<file path="config.mk">
export PLATFORM = sky130hd
export DESIGN_NAME = ysyx_24100005_lsu_flat
export DESIGN_NICKNAME = d
export VERILOG_FILES = /design/src/rtl/ysyx_24100005_lsu_pkg.sv /design/src/rtl/ysyx_24100005_lsu_if.sv /design/src/rtl/ysyx_24100005_lsu_align.sv /design/src/rtl/ysyx_24100005_lsu.sv /design/src/flat_wrapper.sv
export SDC_FILE = /design/constraint.sdc
export NUM_CORES = 1
export LEC_CHECK = 0
export BUFFER_PORTS_ARGS = -buffer_cell sky130_fd_sc_hd__buf_2
export CAP_MARGIN = 15
export CORE_MARGIN = 10
export CORE_UTILIZATION = 30
export CTS_BUF_LIST = sky130_fd_sc_hd__clkbuf_16
export DETAILED_ROUTE_END_ITERATION = 10
export PLACE_DENSITY = 0.52
export SLEW_MARGIN = 20
export SYNTH_ARGS = -nofsm -noshare
export SYNTH_HDL_FRONTEND = slang
export SYNTH_SLANG_ARGS = --single-unit
</file>
<file path="constraint.sdc">
create_clock -name clk -period 7.9 [get_ports clk]
set_input_delay 1.185 -clock clk [delete_from_list [all_inputs] [get_ports clk]]
set_output_delay 1.185 -clock clk [all_outputs]
set_load 0.02 [all_outputs]
</file>
<file path="src/rtl/ysyx_24100005_lsu_pkg.sv">
// Shared constants and types for the load/store unit: RISC-V funct3 codes,
// FSM state encoding and per-size byte-lane masks.
package ysyx_24100005_pkg;

    localparam logic [2:0] F3_LB  = 3'b000;
    localparam logic [2:0] F3_LH  = 3'b001;
    localparam logic [2:0] F3_LW  = 3'b010;
    localparam logic [2:0] F3_LD  = 3'b011;
    localparam logic [2:0] F3_LBU = 3'b100;
    localparam logic [2:0] F3_LHU = 3'b101;
    localparam logic [2:0] F3_LWU = 3'b110;

    localparam logic [2:0] F3_SB  = 3'b000;
    localparam logic [2:0] F3_SH  = 3'b001;
    localparam logic [2:0] F3_SW  = 3'b010;
    localparam logic [2:0] F3_SD  = 3'b011;

    localparam logic [7:0] MASK_B = 8'h01;
    localparam logic [7:0] MASK_H = 8'h03;
    localparam logic [7:0] MASK_W = 8'h0F;
    localparam logic [7:0] MASK_D = 8'hFF;

    typedef enum logic [1:0] {
        S_IDLE = 2'd0,
        S_REQ  = 2'd1,
        S_WAIT = 2'd2,
        S_RESP = 2'd3
    } lsu_state_e;

    // Byte-lane mask for an access size code (funct3[1:0]).
    function automatic logic [7:0] size_mask(input logic [1:0] size);
        logic [7:0] m;
        unique case (size)
            2'd0:    m = MASK_B;
            2'd1:    m = MASK_H;
            2'd2:    m = MASK_W;
            default: m = MASK_D;
        endcase
        return m;
    endfunction

endpackage

</file>
<file path="src/rtl/ysyx_24100005_lsu_if.sv">
// Core request, memory bus and response signals of the LSU in one bundle.
// slave is the LSU's view; master is the surrounding core/memory view.
interface ysyx_24100005_lsu_if #(
    parameter int unsigned XLEN   = 32,
    parameter int unsigned ADDR_W = 32
);
    logic                  req_valid;
    logic                  req_ready;
    logic                  req_we;
    logic [2:0]            req_funct3;
    logic [ADDR_W-1:0]     req_addr;
    logic [XLEN-1:0]       req_wdata;

    logic                  mem_req_valid;
    logic                  mem_req_ready;
    logic                  mem_we;
    logic [ADDR_W-1:0]     mem_addr;
    logic [XLEN-1:0]       mem_wdata;
    logic [XLEN/8-1:0]     mem_wmask;
    logic                  mem_resp_valid;
    logic [XLEN-1:0]       mem_resp_rdata;

    logic                  resp_valid;
    logic                  resp_ready;
    logic [XLEN-1:0]       resp_rdata;
    logic                  resp_err;

    modport slave (
        input  req_valid, req_we, req_funct3, req_addr, req_wdata,
        input  mem_req_ready, mem_resp_valid, mem_resp_rdata, resp_ready,
        output req_ready, mem_req_valid, mem_we, mem_addr, mem_wdata, mem_wmask,
        output resp_valid, resp_rdata, resp_err
    );

    modport master (
        output req_valid, req_we, req_funct3, req_addr, req_wdata,
        output mem_req_ready, mem_resp_valid, mem_resp_rdata, resp_ready,
        input  req_ready, mem_req_valid, mem_we, mem_addr, mem_wdata, mem_wmask,
        input  resp_valid, resp_rdata, resp_err
    );

endinterface

</file>
<file path="src/rtl/ysyx_24100005_lsu_align.sv">
// Combinational access decode: legality, store lane placement and load
// lane extraction with sign/zero extension.
module ysyx_24100005_lsu_align
    import ysyx_24100005_pkg::*;
#(
    parameter int unsigned XLEN = 32
) (
    input  logic              we_i,
    input  logic [2:0]        funct3_i,
    input  logic [2:0]        off_i,
    input  logic [XLEN-1:0]   wdata_i,
    input  logic [XLEN-1:0]   rdata_i,
    output logic              legal_c,
    output logic [XLEN/8-1:0] wmask_c,
    output logic [XLEN-1:0]   wdata_c,
    output logic [XLEN-1:0]   rdata_c
);
    localparam int unsigned NB           = XLEN / 8;
    localparam logic [2:0]  MAX_STORE_F3 = (XLEN == 64) ? F3_SD : F3_SW;

    logic [1:0]      size;
    logic [5:0]      shamt;
    logic [XLEN-1:0] bit_en;
    logic [XLEN-1:0] rsh;

    assign size  = funct3_i[1:0];
    assign shamt = {off_i, 3'b000};

    // Legality: unsupported encodings for this XLEN, then natural alignment.
    always_comb begin
        legal_c = 1'b1;
        if (we_i) begin
            if (funct3_i > MAX_STORE_F3) legal_c = 1'b0;
        end else begin
            if (funct3_i == 3'b111) legal_c = 1'b0;
            if ((XLEN == 32) && ((funct3_i == F3_LD) || (funct3_i == F3_LWU))) legal_c = 1'b0;
        end
        unique case (size)
            2'd1:    if (off_i[0])        legal_c = 1'b0;
            2'd2:    if (|off_i[1:0])     legal_c = 1'b0;
            2'd3:    if (|off_i)          legal_c = 1'b0;
            default: ;
        endcase
    end

    always_comb begin
        wmask_c = '0;
        if (we_i && legal_c) wmask_c = NB'({8'h00, size_mask(size)} << off_i);
        bit_en = '0;
        for (int i = 0; i < int'(NB); i++) bit_en[8*i +: 8] = {8{wmask_c[i]}};
        wdata_c = (wdata_i << shamt) & bit_en;
    end

    // Load lanes are moved down to bit 0 before extension.
    always_comb begin
        rsh = rdata_i >> shamt;
        unique case (funct3_i)
            F3_LB:   rdata_c = XLEN'($signed(rsh[7:0]));
            F3_LH:   rdata_c = XLEN'($signed(rsh[15:0]));
            F3_LW:   rdata_c = XLEN'($signed(rsh[31:0]));
            F3_LD:   rdata_c = rsh;
            F3_LBU:  rdata_c = XLEN'(rsh[7:0]);
            F3_LHU:  rdata_c = XLEN'(rsh[15:0]);
            F3_LWU:  rdata_c = XLEN'(rsh[31:0]);
            default: rdata_c = '0;
        endcase
    end

endmodule

</file>
<file path="src/rtl/ysyx_24100005_lsu.sv">
// Single-outstanding load/store unit: accepts one core request, performs one
// aligned memory transaction and returns a registered, extended response.
module ysyx_24100005_lsu
    import ysyx_24100005_pkg::*;
#(
    parameter int unsigned XLEN   = 32,
    parameter int unsigned ADDR_W = 32
) (
    input  logic               clk,
    input  logic               rst,
    ysyx_24100005_lsu_if.slave bus
);
    localparam int unsigned NB    = XLEN / 8;
    localparam int unsigned OFF_W = $clog2(NB);

    lsu_state_e        state_q, state_d;
    logic              we_q, we_d;
    logic [2:0]        funct3_q, funct3_d;
    logic [2:0]        off_q, off_d;

    logic              req_ready_q, req_ready_d;
    logic              mem_req_valid_q, mem_req_valid_d;
    logic              mem_we_q, mem_we_d;
    logic [ADDR_W-1:0] mem_addr_q, mem_addr_d;
    logic [XLEN-1:0]   mem_wdata_q, mem_wdata_d;
    logic [NB-1:0]     mem_wmask_q, mem_wmask_d;
    logic              resp_valid_q, resp_valid_d;
    logic [XLEN-1:0]   resp_rdata_q, resp_rdata_d;
    logic              resp_err_q, resp_err_d;

    logic              al_we;
    logic [2:0]        al_f3;
    logic [2:0]        al_off;
    logic              al_legal;
    logic [NB-1:0]     al_wmask;
    logic [XLEN-1:0]   al_wdata;
    logic [XLEN-1:0]   al_rdata;

    // The decoder sees the live request in IDLE and the captured one afterwards.
    always_comb begin
        if (state_q == S_IDLE) begin
            al_we  = bus.req_we;
            al_f3  = bus.req_funct3;
            al_off = 3'(bus.req_addr[OFF_W-1:0]);
        end else begin
            al_we  = we_q;
            al_f3  = funct3_q;
            al_off = off_q;
        end
    end

    ysyx_24100005_lsu_align #(
        .XLEN (XLEN)
    ) u_align (
        .we_i     (al_we),
        .funct3_i (al_f3),
        .off_i    (al_off),
        .wdata_i  (bus.req_wdata),
        .rdata_i  (bus.mem_resp_rdata),
        .legal_c  (al_legal),
        .wmask_c  (al_wmask),
        .wdata_c  (al_wdata),
        .rdata_c  (al_rdata)
    );

    always_comb begin
        state_d         = state_q;
        we_d            = we_q;
        funct3_d        = funct3_q;
        off_d           = off_q;
        req_ready_d     = req_ready_q;
        mem_req_valid_d = mem_req_valid_q;
        mem_we_d        = mem_we_q;
        mem_addr_d      = mem_addr_q;
        mem_wdata_d     = mem_wdata_q;
        mem_wmask_d     = mem_wmask_q;
        resp_valid_d    = resp_valid_q;
        resp_rdata_d    = resp_rdata_q;
        resp_err_d      = resp_err_q;

        unique case (state_q)
            S_IDLE: begin
                if (bus.req_valid && req_ready_q) begin
                    we_d        = bus.req_we;
                    funct3_d    = bus.req_funct3;
                    off_d       = al_off;
                    req_ready_d = 1'b0;
                    if (al_legal) begin
                        state_d         = S_REQ;
                        mem_req_valid_d = 1'b1;
                        mem_we_d        = bus.req_we;
                        mem_addr_d      = {bus.req_addr[ADDR_W-1:OFF_W], OFF_W'(0)};
                        mem_wdata_d     = al_wdata;
                        mem_wmask_d     = al_wmask;
                    end else begin
                        state_d      = S_RESP;
                        resp_valid_d = 1'b1;
                        resp_err_d   = 1'b1;
                        resp_rdata_d = '0;
                    end
                end
            end
            S_REQ: begin
                if (bus.mem_req_ready) begin
                    state_d         = S_WAIT;
                    mem_req_valid_d = 1'b0;
                end
            end
            S_WAIT: begin
                if (bus.mem_resp_valid) begin
                    state_d      = S_RESP;
                    resp_valid_d = 1'b1;
                    resp_err_d   = 1'b0;
                    resp_rdata_d = we_q ? '0 : al_rdata;
                end
            end
            S_RESP: begin
                if (bus.resp_ready) begin
                    state_d      = S_IDLE;
                    resp_valid_d = 1'b0;
                    req_ready_d  = 1'b1;
                end
            end
            default: state_d = S_IDLE;
        endcase
    end

    always_ff @(posedge clk or posedge rst) begin
        if (rst) begin
            state_q         <= S_IDLE;
            we_q            <= 1'b0;
            funct3_q        <= '0;
            off_q           <= '0;
            req_ready_q     <= 1'b1;
            mem_req_valid_q <= 1'b0;
            mem_we_q        <= 1'b0;
            mem_addr_q      <= '0;
            mem_wdata_q     <= '0;
            mem_wmask_q     <= '0;
            resp_valid_q    <= 1'b0;
            resp_rdata_q    <= '0;
            resp_err_q      <= 1'b0;
        end else begin
            state_q         <= state_d;
            we_q            <= we_d;
            funct3_q        <= funct3_d;
            off_q           <= off_d;
            req_ready_q     <= req_ready_d;
            mem_req_valid_q <= mem_req_valid_d;
            mem_we_q        <= mem_we_d;
            mem_addr_q      <= mem_addr_d;
            mem_wdata_q     <= mem_wdata_d;
            mem_wmask_q     <= mem_wmask_d;
            resp_valid_q    <= resp_valid_d;
            resp_rdata_q    <= resp_rdata_d;
            resp_err_q      <= resp_err_d;
        end
    end

    assign bus.req_ready     = req_ready_q;
    assign bus.mem_req_valid = mem_req_valid_q;
    assign bus.mem_we        = mem_we_q;
    assign bus.mem_addr      = mem_addr_q;
    assign bus.mem_wdata     = mem_wdata_q;
    assign bus.mem_wmask     = mem_wmask_q;
    assign bus.resp_valid    = resp_valid_q;
    assign bus.resp_rdata    = resp_rdata_q;
    assign bus.resp_err      = resp_err_q;

endmodule

</file>
<file path="src/flat_wrapper.sv">
// flat-port wrapper written by rule: the top's interface ports become plain ports
module ysyx_24100005_lsu_flat import ysyx_24100005_pkg::*;
#(
    parameter int unsigned XLEN   = 32,
    parameter int unsigned ADDR_W = 32
)
  (clk, rst, bus_req_valid, bus_req_we, bus_req_funct3, bus_req_addr, bus_req_wdata, bus_mem_req_ready, bus_mem_resp_valid, bus_mem_resp_rdata, bus_resp_ready, bus_req_ready, bus_mem_req_valid, bus_mem_we, bus_mem_addr, bus_mem_wdata, bus_mem_wmask, bus_resp_valid, bus_resp_rdata, bus_resp_err);
  ysyx_24100005_lsu_if #(.XLEN(XLEN), .ADDR_W(ADDR_W)) bus_i ();
  input  logic clk;
  input  logic rst;
  input wire logic [$bits(bus_i.req_valid)-1:0] bus_req_valid;
  input wire logic [$bits(bus_i.req_we)-1:0] bus_req_we;
  input wire logic [$bits(bus_i.req_funct3)-1:0] bus_req_funct3;
  input wire logic [$bits(bus_i.req_addr)-1:0] bus_req_addr;
  input wire logic [$bits(bus_i.req_wdata)-1:0] bus_req_wdata;
  input wire logic [$bits(bus_i.mem_req_ready)-1:0] bus_mem_req_ready;
  input wire logic [$bits(bus_i.mem_resp_valid)-1:0] bus_mem_resp_valid;
  input wire logic [$bits(bus_i.mem_resp_rdata)-1:0] bus_mem_resp_rdata;
  input wire logic [$bits(bus_i.resp_ready)-1:0] bus_resp_ready;
  output wire logic [$bits(bus_i.req_ready)-1:0] bus_req_ready;
  output wire logic [$bits(bus_i.mem_req_valid)-1:0] bus_mem_req_valid;
  output wire logic [$bits(bus_i.mem_we)-1:0] bus_mem_we;
  output wire logic [$bits(bus_i.mem_addr)-1:0] bus_mem_addr;
  output wire logic [$bits(bus_i.mem_wdata)-1:0] bus_mem_wdata;
  output wire logic [$bits(bus_i.mem_wmask)-1:0] bus_mem_wmask;
  output wire logic [$bits(bus_i.resp_valid)-1:0] bus_resp_valid;
  output wire logic [$bits(bus_i.resp_rdata)-1:0] bus_resp_rdata;
  output wire logic [$bits(bus_i.resp_err)-1:0] bus_resp_err;
  assign bus_i.req_valid = bus_req_valid;
  assign bus_i.req_we = bus_req_we;
  assign bus_i.req_funct3 = bus_req_funct3;
  assign bus_i.req_addr = bus_req_addr;
  assign bus_i.req_wdata = bus_req_wdata;
  assign bus_i.mem_req_ready = bus_mem_req_ready;
  assign bus_i.mem_resp_valid = bus_mem_resp_valid;
  assign bus_i.mem_resp_rdata = bus_mem_resp_rdata;
  assign bus_i.resp_ready = bus_resp_ready;
  assign bus_req_ready = bus_i.req_ready;
  assign bus_mem_req_valid = bus_i.mem_req_valid;
  assign bus_mem_we = bus_i.mem_we;
  assign bus_mem_addr = bus_i.mem_addr;
  assign bus_mem_wdata = bus_i.mem_wdata;
  assign bus_mem_wmask = bus_i.mem_wmask;
  assign bus_resp_valid = bus_i.resp_valid;
  assign bus_resp_rdata = bus_i.resp_rdata;
  assign bus_resp_err = bus_i.resp_err;
  ysyx_24100005_lsu #(.XLEN(XLEN), .ADDR_W(ADDR_W)) u_core (.clk(clk), .rst(rst), .bus(bus_i));
endmodule
</file>
==> impl_metrics.env <==
export IMPL_outcome="complete, no violations"
export IMPL_synth_edf_count=0
export IMPL_setup_ws_ns=4.34
export IMPL_critPathCaptureType="flip-flop"
export IMPL_seq_power_share_pct=31.4
export IMPL_cts_setup_buffers=0
export IMPL_cp_max_fo=52
export IMPL_worstMarginPinSlew_ns=0.962
export IMPL_viasPerCell=5.09
export IMPL_finClkSkew_ns=0.00841
export IMPL_min_period_ns=3.56
export IMPL_syn_inst=542
export IMPL_pre_cts_ws_ns=3.98
export IMPL_ctsResizeCount=0
export IMPL_antenna_found_initial=1
export IMPL_setup_viol=0
export IMPL_finalNetCount=845
export IMPL_placeableCoreArea_mm2=0.0181
export IMPL_critical_path_max_stage_delay_ns=0.81
export IMPL_holdCritPathClass="flip-flop to flip-flop"
export IMPL_postLayoutCellArea_mm2=0.00709
export IMPL_numCtsBuffers=9
export IMPL_synth_most_common_cell="dfrtp_1"
export IMPL_cts_tree="yes"
export IMPL_clk_pin_slew_worst_paths_ns=0.08
export IMPL_overflow=0
export IMPL_maxSlewViolCount=0
export IMPL_relSlewSlack_pct=35.9
export IMPL_path_class="flip-flop to flip-flop"
export IMPL_antenna_left=0
export IMPL_portBuffers=208
export IMPL_drt_iter0_markers=288
export IMPL_finalSetupTns_ns=0
export IMPL_initial_core_util_pct=30.8
export IMPL_yosysSeqAreaShare_pct=50.4
export IMPL_crit_chain="inv_1 > ha_1 > buf_4 > or4b_1 > o22a_1 > o21ai_2 > o32a_2 > or2_1 > o21ai_0"
export IMPL_clock_power_share_pct=14.0
export IMPL_synth_distinct_cells=52
export IMPL_hpwl_um=14800
export IMPL_wl_per_cell_um=19.9
export IMPL_grt_pass1_vias=5083
export IMPL_dieArea_mm2=0.0244
export IMPL_hold_viol=0
export IMPL_switching_share_pct=46.7
export IMPL_drtPass1Iterations=4
export IMPL_netlist_top_cells_count="dfrtp_1 (111), nand2_1 (105), mux2i_1 (37)"
export IMPL_place_gp_congestion=0.833
export IMPL_wirelength_um=19300
export IMPL_row_count=49
export IMPL_hold_buffers=0
export IMPL_pwr_share_comb_pct=54.6
export IMPL_grt_pass1_wl_um=29600
export IMPL_p_sw_mw=1.47
export IMPL_drcViolationCount=0
export IMPL_syn_avg_cell_area_um2=10.3
export IMPL_synth_area_mm2=0.00556
export IMPL_vdd_drop_max_uv=277
export IMPL_insertion_delay_ns=0.35
export IMPL_stdcell_count=969
export IMPL_synth_top_family_by_area="compound AO/OA/AOI/OAI gates"
export IMPL_power_mw=3.15
export IMPL_vias=4937
export IMPL_grt_total_usage_pct=15.4
export IMPL_synth_area_leaders="dfrtp_1 (50%), mux2_2 (7.3%), nand2_1 (7.1%)"
export IMPL_synthSimpleGateAreaFrac_pct=13.4
export IMPL_cts_root_buf="clkbuf_16"
export IMPL_internal_power_mw=1.68
export IMPL_synth_xor_area_share_pct=0
export IMPL_cp_required_ns=8.11
export IMPL_ys_warn_count=0
export IMPL_cts_htree_levels=3
export IMPL_clock_path_buffers=2
export IMPL_maxCapViolCount=0
export IMPL_synth_fa_ha_area_share_pct=0.900
export IMPL_synth_async_reset_ratio_pct=100
export IMPL_rsz0062_at_grt="false"
export IMPL_fp_dieH_um=156
export IMPL_finish_utilization_pct=39.2
export IMPL_synth_seq_cells=112
export IMPL_drive_above_1_share_pct=38.0
export IMPL_ys_flop_type="dfrtp_1"
export IMPL_synth_largest_area_cell="dfrtp_1"
export IMPL_synth_compound_area_share_pct=16.9
export IMPL_dp_cells=952
export IMPL_worstSetupStartpointType="flip-flop"
export IMPL_hold_worst_slack_ns=0.475
export IMPL_syn_to_final_growth_pct=27.5
export IMPL_synth_mux_area_share_pct=14.6
export IMPL_period_share_pct=45.1
export IMPL_cts_sinks=112
export IMPL_placed_area_mm2=0.00680
export IMPL_grt_max_degree=79
export IMPL_critPathSlowestCell="o32a_2"
export IMPL_io_pins=211
export IMPL_power_leakage_nw=3.67
export IMPL_crit_arrival_ns=3.77
export IMPL_fmax_ghz=0.281
export IMPL_yosys_area_top_type_share_pct=49.9
export IMPL_dieWidth_um=156
export IMPL_p_per_area_mw_per_mm2=445
cells in the final DEF (no fill, tap or decap), types with 2 or more instances in the layout:
| cell type | count |
|---|---|
| buf_2 | 208 |
| dfrtp_1 | 111 |
| nand2_1 | 104 |
| mux2i_1 | 36 |
| mux2_2 | 36 |
| o21ai_0 | 33 |
| nand3_1 | 27 |
| a22o_1 | 24 |
| nor2_1 | 23 |
| a21oi_1 | 19 |
| inv_1 | 11 |
| clkbuf_16 | 9 |
| a2bb2oi_1 | 8 |
| a32oi_1 | 8 |
| o21ai_1 | 8 |
| a32o_1 | 8 |
| nor3_1 | 4 |
| a21o_1 | 4 |
| ha_1 | 4 |
| buf_4 | 4 |
| o22ai_1 | 3 |
| inv_6 | 3 |
| nand3b_1 | 2 |
| mux2i_4 | 2 |
| nor2b_1 | 2 |
| o21bai_1 | 2 |
| nand3_2 | 2 |
| a21boi_0 | 2 |
| conb_1 | 2 |
logic make-up (layout without fill, tap and decap cells):
group	count (synthesis)	count (layout)
AO/OA/AOI/OAI	132	132
adder cells (fa/ha/maj)	4	4
buffers and inverters	45	241
flip-flops	112	112
multiplexers	75	75
other	1	3
AND/OR/NAND/NOR	173	173
power groups by stage:
stage                     logic [mW]  registers (mW)  clock network (mW)
after floorplan                0.894            1.27                   0
after global placement          1.71           0.995                   0
after detailed placement        1.74            1.00                   0
after CTS                       1.74           0.993               0.462
after global routing            1.89            1.03               0.483
final                           1.72           0.990               0.442
sequential cells by signal, summed over array words and instances, names as in the netlist:
signal	flops
u_core.bus.mem_wdata	32
u_core.funct3_q	3
u_core.off_q	3
u_core.bus.mem_wmask	4
u_core.bus.mem_req_valid	1
u_core.bus.resp_err	1
u_core.state_q	2
u_core.we_q	1
u_core.bus.req_ready	1
u_core.bus.resp_rdata	32
u_core.bus.mem_we	1
u_core.bus.mem_addr	30
u_core.bus.resp_valid	1
area by class of cell:
class,count,area [µm²]
diodes,1,2.50
clock buffers,9,225
clock inverters,6,51.3
fillers,1817,11000
inverters,12,47.5
multi-input cells,386,2580
flip-flops and latches,112,2800
well taps,229,287
repair buffers,214,1090
worst max-delay path: cells and delay by family (launching register included):
family,cells,cell delay (ns)
buf+inv,2,0.46
simple gates,2,1.04
compound gates,4,1.34
flops,1,0.41
fa+ha+maj,1,0.15
worst paths after layout:
kind / start / endpoint / slack (ns) / cells past startpoint
max in group asynchronous: rst / u_core.bus.mem_wdata[12] / 5.98 / 3
worst max-delay path: u_core.state_q[0] / u_core.bus.resp_rdata[15] / 4.34 / 9
worst min-delay path: u_core.bus.mem_wmask[3] / u_core.bus.mem_wmask[3] / 0.48 / 1
worst max register to register: u_core.state_q[0] / u_core.bus.resp_rdata[15] / 4.34 / 9
worst min register to register: u_core.bus.mem_wmask[3] / u_core.bus.mem_wmask[3] / 0.48 / 1
min in group asynchronous: rst / u_core.bus.mem_addr[6] / 0.83 / 2
layer usage:
layer / global-route usage, % / wire length [µm]
met1: 19.9 / 8630
met4: 4.40 / 267
met5: 0 / 13
met2: 24.1 / 8730
met3: 4.80 / 1680
(Power assumes the default switching activity.)
